**config.mk**
```make
export PLATFORM = sky130hd
export DESIGN_NAME = fft_bitrev_reorder
export DESIGN_NICKNAME = d
export VERILOG_FILES = /design/src/rtl/fft_pkg.sv /design/src/rtl/fft_reorder_ram.sv /design/src/rtl/fft_bitrev_reorder.sv
export SDC_FILE = /design/constraint.sdc
export NUM_CORES = 2
export LEC_CHECK = 0
export CORE_ASPECT_RATIO = 0.75
export CORE_MARGIN = 2
export CORE_UTILIZATION = 60
export DETAILED_ROUTE_END_ITERATION = 12
export PLACE_DENSITY = 0.78
export SYNTH_ARGS = -nofsm -noshare
export SYNTH_HDL_FRONTEND = slang
export SYNTH_SLANG_ARGS = --single-unit
```
**constraint.sdc**
```tcl
create_clock -name clock -period 5.91 [get_ports clock]
set_clock_uncertainty 0.1 [all_clocks]
set_input_delay 0.591 -clock clock [delete_from_list [all_inputs] [get_ports clock]]
set_output_delay 0.591 -clock clock [all_outputs]
set_load 0.05 [all_outputs]
```
**src/rtl/fft_pkg.sv**
```systemverilog
// Shared FFT helpers: log2, bit reversal and the default complex sample width.
package fft_pkg;

  localparam int SAMPLE_W = 16;
  localparam int CPLX_W   = 2 * SAMPLE_W;

  function automatic int log2(input int n);
    int r;
    r = 0;
    for (int i = 0; i < 31; i++) begin
      if ((1 << i) < n) r = i + 1;
    end
    return r;
  endfunction

  // Reverses the low nbits of value; bits above nbits come back as zero.
  function automatic logic [31:0] bitrev(input logic [31:0] value, input int nbits);
    logic [31:0] r;
    r = '0;
    for (int i = 0; i < 32; i++) begin
      if (i < nbits) r[i] = value[nbits - 1 - i];
    end
    return r;
  endfunction

endpackage

```
**src/rtl/fft_reorder_ram.sv**
```systemverilog
// Simple dual-port RAM: one write port, one registered read port (1-cycle read latency).
module fft_reorder_ram #(
  parameter int DEPTH  = 128,
  parameter int DATA_W = 32,
  localparam int AW    = $clog2(DEPTH)
) (
  input  logic              clock,
  input  logic              wr_en,
  input  logic [AW-1:0]     wr_addr,
  input  logic [DATA_W-1:0] wr_data,
  input  logic              rd_en,
  input  logic [AW-1:0]     rd_addr,
  output logic [DATA_W-1:0] rd_data
);

  logic [DATA_W-1:0] mem [DEPTH];

  always_ff @(posedge clock) begin
    if (wr_en) mem[wr_addr] <= wr_data;
    if (rd_en) rd_data <= mem[rd_addr];
  end

endmodule

```
**src/rtl/fft_bitrev_reorder.sv**
```systemverilog
// Reorders bit-reversed SDF FFT output frames into natural order via ping-pong banks.
// Output lags the last input of a frame by two cycles; back-to-back frames stream gaplessly.
module fft_bitrev_reorder
  import fft_pkg::*;
#(
  parameter int N     = 64,
  parameter int WIDTH = 16
) (
  input  logic                  clock,
  input  logic                  reset,
  input  logic                  data_in_enable,
  input  logic [WIDTH-1:0]      data_in_real,
  input  logic [WIDTH-1:0]      data_in_imag,
  output logic                  data_out_enable,
  output logic [WIDTH-1:0]      data_out_real,
  output logic [WIDTH-1:0]      data_out_imag,
  output logic [log2(N)-1:0]    data_out_index,
  output logic                  data_out_last
);

  localparam int LOG_N = log2(N);
  localparam logic [LOG_N-1:0] LAST_ADDR = LOG_N'(N - 1);

  typedef enum logic {IDLE, READ} rd_state_t;

  logic [LOG_N-1:0]   wr_count;
  logic               wr_bank;
  logic [1:0]         full, full_n, full_set, full_now, full_clr;
  logic               wr_last;
  logic [31:0]        wr_rev;

  rd_state_t          state, state_n;
  logic [LOG_N-1:0]   rd_addr, rd_addr_n;
  logic               rd_bank, rd_bank_n;
  logic               rd_issue, rd_done;

  logic               rd_vld_d1;
  logic [LOG_N-1:0]   rd_idx_d1;
  logic [2*WIDTH-1:0] ram_rdata;

  assign wr_last  = data_in_enable && (wr_count == LAST_ADDR);
  assign wr_rev   = bitrev(32'(wr_count), LOG_N);
  assign full_set = wr_last ? (2'b01 << wr_bank) : 2'b00;
  // A bank completing on this very edge counts as full for the reader's decisions.
  assign full_now = full | full_set;
  assign full_clr = rd_done ? (2'b01 << rd_bank) : 2'b00;
  assign full_n   = full_now & ~full_clr;

  always_ff @(posedge clock or posedge reset) begin
    if (reset) begin
      wr_count <= '0;
      wr_bank  <= 1'b0;
      full     <= 2'b00;
    end else begin
      if (data_in_enable) begin
        wr_count <= wr_count + 1'b1;
        if (wr_last) wr_bank <= ~wr_bank;
      end
      full <= full_n;
    end
  end

  always_ff @(posedge clock or posedge reset) begin
    if (reset) begin
      state   <= IDLE;
      rd_addr <= '0;
      rd_bank <= 1'b0;
    end else begin
      state   <= state_n;
      rd_addr <= rd_addr_n;
      rd_bank <= rd_bank_n;
    end
  end

  always_comb begin
    state_n   = state;
    rd_addr_n = rd_addr;
    rd_bank_n = rd_bank;
    rd_issue  = 1'b0;
    rd_done   = 1'b0;
    case (state)
      IDLE: begin
        if (full_now[rd_bank]) begin
          state_n   = READ;
          rd_addr_n = '0;
        end
      end
      READ: begin
        rd_issue = 1'b1;
        if (rd_addr == LAST_ADDR) begin
          rd_done   = 1'b1;
          rd_bank_n = ~rd_bank;
          rd_addr_n = '0;
          if (!full_now[~rd_bank]) state_n = IDLE;
        end else begin
          rd_addr_n = rd_addr + 1'b1;
        end
      end
      default: state_n = IDLE;
    endcase
  end

  fft_reorder_ram #(
    .DEPTH  (2 * N),
    .DATA_W (2 * WIDTH)
  ) u_ram (
    .clock   (clock),
    .wr_en   (data_in_enable),
    .wr_addr ({wr_bank, wr_rev[LOG_N-1:0]}),
    .wr_data ({data_in_real, data_in_imag}),
    .rd_en   (rd_issue),
    .rd_addr ({rd_bank, rd_addr}),
    .rd_data (ram_rdata)
  );

  // Data and index hold between reads; only enable and last drop.
  always_ff @(posedge clock or posedge reset) begin
    if (reset) begin
      rd_vld_d1       <= 1'b0;
      rd_idx_d1       <= '0;
      data_out_enable <= 1'b0;
      data_out_real   <= '0;
      data_out_imag   <= '0;
      data_out_index  <= '0;
      data_out_last   <= 1'b0;
    end else begin
      rd_vld_d1       <= rd_issue;
      if (rd_issue) rd_idx_d1 <= rd_addr;
      data_out_enable <= rd_vld_d1;
      data_out_last   <= rd_vld_d1 && (rd_idx_d1 == LAST_ADDR);
      if (rd_vld_d1) begin
        data_out_real  <= ram_rdata[2*WIDTH-1:WIDTH];
        data_out_imag  <= ram_rdata[WIDTH-1:0];
        data_out_index <= rd_idx_d1;
      end
    end
  end

endmodule

```
==> flow_summary.yaml <==
run_status:
  status: "complete, no violations"
timing:
  fin_crit_ns: 4.27
  rsz0062_at_grt: "false"
  max_freq_mhz: 234
  fin_tns_setup_ns: 0
  setup_viol: 0
  worst_slew_pin_slew_ns: 1.41
  slew_violations: 0
  hold_viol_final: 0
  period_share_pct: 72.2
  slew_headroom_pct: 5.68
clocking:
  cts_htree_levels: 5
  clockBufferDepth: 4
  ctsResizeCount: 0
  cts_sinks: 4192
  cts-buffers-inserted: 380
  clk_pin_slew_ns: 0.07
  clockRootBuffer: "clkbuf_16"
  clk_latency_ns: 0.94
  cts_tree: "done"
min_path:
  hold_path_class: "in -> reg"
  hold_path_end: "u_ram.mem[25][0]"
  holdCritStartpoint: "data_in_imag[0]"
  hold_depth: 1
place:
  place_inst: 9707
  port_buffers: 74
  place_congestion: 0.881
  dpl.hpwl_mm: 232
worst_setup_path:
  cp.arrival_ns: 4.84
  path_max_fanout: 33
  slowest_delay_ns: 0.92
  cpMaxStageDelayCell: "dfrtp_4"
  rrSetupSlack_ns: 1.64
  path_class: "reg -> reg"
  cp_common_cell: "mux4_2"
  reg2reg_to: "u_ram.rd_data[27]"
  crit_path_end_kind: "flip-flop"
  cp.required_ns: 6.48
  reg2reg_depth: 5
  r2r-start: "rd_addr[0]"
  worstPathCellList: "buf_4, mux4_2, mux4_2, mux4_2, mux2_2"
  startpoint_type: "flip-flop"
cells_and_area:
  mostFrequentLayoutCells: "4128 x edfxtp_1, 1344 x mux4_2, 385 x clkbuf_16"
  final_common_cell: "edfxtp_1"
  layout-drive-gt1-share_pct: 35.0
  syn_to_final_growth_pct: 12.3
  fin_cells: 10400
  nets: 6581
route:
  postRouteAntennaNets: 0
  drt-vias-per-instance: 7.38
  post_drt_wl_per_cell_um: 42.6
  first_iter_violations: 14300
  wl_mm: 444
  vias: 76900
  firstDrtPassIters: 6
  drc_errors: 0
floorplan:
  boundaryPins: 75
  initial_utilization_pct: 60.4
  core_area_mm2: 0.263
  core.rowCount: 163
  die_y_um: 450
  die_area_mm2: 0.269
  die_w_um: 599
logic_synthesis:
  synth_cell_types: 32
  ys_ff_latch: 4192
  post-synth-top-area-fraction_pct: 77.9
  ys_warn_count: 0
  syn_nets: 6209
  synth_top_area_cell: "edfxtp_1"
  ys_seq_area_share_pct: 78.9
  synth_area_leaders: "edfxtp_1 78%, mux4_2 19%, dfrtp_1 1.0%, mux2_2 0.55%, clkbuf_1 0.44%"
  netlist_instances: 6172
  syn_avg_cell_area_um2: 25.8
  syn_area_mm2: 0.159
pwr:
  power_switching_mw: 23.0
  swShare_pct: 29.1
  p_clk_share_pct: 31.8
  pwr-share-comb_pct: 24.9
  p_per_area_mw_per_mm2: 443
  pwr-share-seq_pct: 43.3
  p_int_mw: 56.1
  p_leak_nw: 53.7
  power_mw: 79.2
  ir_drop_v: 0.000404
grt:
  grt_pass1_wl_mm: 617
  overflow: 0
  antenna_found_initial: 53
  grt_pass1_vias: 75700
  grt_max_degree: 104
  grt_use_total_pct: 33.5
job:
  maxCapViolations: 0
==> worst max-delay path by stage <==
stage / start / end / slack (ns) / cells past startpoint
after global placement: data_in_enable / u_ram.mem[105][1] / 1.37 / 5
after CTS: rd_addr[0] / u_ram.rd_data[27] / 1.67 / 5
final: rd_addr[0] / u_ram.rd_data[27] / 1.64 / 5
after floorplan: data_in_enable / u_ram.mem[81][0] / 1.88 / 3
after global routing: rd_addr[0] / u_ram.rd_data[27] / 1.58 / 5
after detailed placement: data_in_enable / u_ram.mem[25][29] / 1.23 / 5
==> flip-flops by register name, summed over array words and instances, names as in the netlist, 2 cells and up <==
name            count
rd_addr             6
u_ram.mem        4096
full                2
u_ram.rd_data      32
data_out_real      16
wr_count            6
data_out_index      6
data_out_imag      16
rd_idx_d1           6
==> timing repair <==
action                    CTS  global route
hold buffers                2             0
hold endpoints to repair   17             0
setup buffers               0             0
==> worst max-delay path, delay by kind of cell, from the launching register on <==
family	cells	cell delay (ns)
buf+inv	1	0.68
mux	4	2.19
flops	1	0.92
==> power groups by stage <==
stage	registers, mW	logic [mW]	clock network (mW)
floorplan	34.8	11.7	0
global placement	34.8	18.6	0
detailed placement	34.9	18.9	0
CTS	34.3	19.4	25.3
global route	34.3	20.2	26.3
finish	34.3	19.7	25.2
==> cell type report <==
type / instances / area [um^2]
inverters: 6 / 26.3
repair buffers: 319 / 2930
well taps: 3547 / 4440
clock buffers: 445 / 9890
multi-input cells: 1645 / 33100
diodes: 24 / 60.1
flip-flops and latches: 4192 / 126000
fillers: 14700 / 84700
clock inverters: 246 / 2530
==> cells in the mapped netlist, drive strengths merged <==
| cell type | instances |
|---|---|
| mux4 | 1344 |
| o311ai | 2 |
| and3 | 1 |
| xor2 | 1 |
| or3 | 1 |
| buf | 141 |
| nand4b | 1 |
| clkinv | 1 |
| mux2 | 77 |
| nor2 | 127 |
| edfxtp | 4128 |
| o21ai | 8 |
| nand4 | 6 |
| nor3 | 9 |
| a21oi | 7 |
| nand2b | 2 |
| nor2b | 6 |
| dfrtp | 64 |
| a221o | 2 |
| mux2i | 1 |
| a22o | 1 |
| inv | 5 |
| nor3b | 1 |
| and2 | 2 |
| ha | 2 |
| nand2 | 22 |
| nand3 | 15 |
| xnor2 | 6 |
| a31oi | 1 |
| clkbuf | 188 |
==> layer usage <==
metal / GRT usage, % / wire length (um) / vias up
met4: 12.7 / 19700 / 62
met2: 50.1 / 208000 / 7222
met1: 46.7 / 150000 / 40800
met3: 10.8 / 66600 / 1004
li1: - / - / 27800
met5: 0 / 414 / -
==> per-stage QoR <==
step	cell area [um^2]	setup slack (ns)	utilization [%]	hold WS, ns
detailed placement	166000	1.23	63.1	0.397
CTS	179000	1.67	67.8	0.0297
finish	179000	1.64	67.8	0.0638
global placement	166000	1.37	63.1	0.391
floorplan	159000	1.88	-	0.289
global route	179000	1.58	67.8	0.0821
==> cell families (layout without fill, tap and decap cells) <==
kind of cell,Yosys count,after routing,synth area share (%)
compound gates,21,21,0.0802
xor+xnor,7,7,0.0385
fa+ha+maj,2,2,0.0157
buf+inv,335,1016,0.856
flops,4192,4192,78.9
mux,1422,1422,19.6
other cells,0,24,0
simple gates,193,193,0.508
Note: power is estimated with default switching activity, not from simulation.
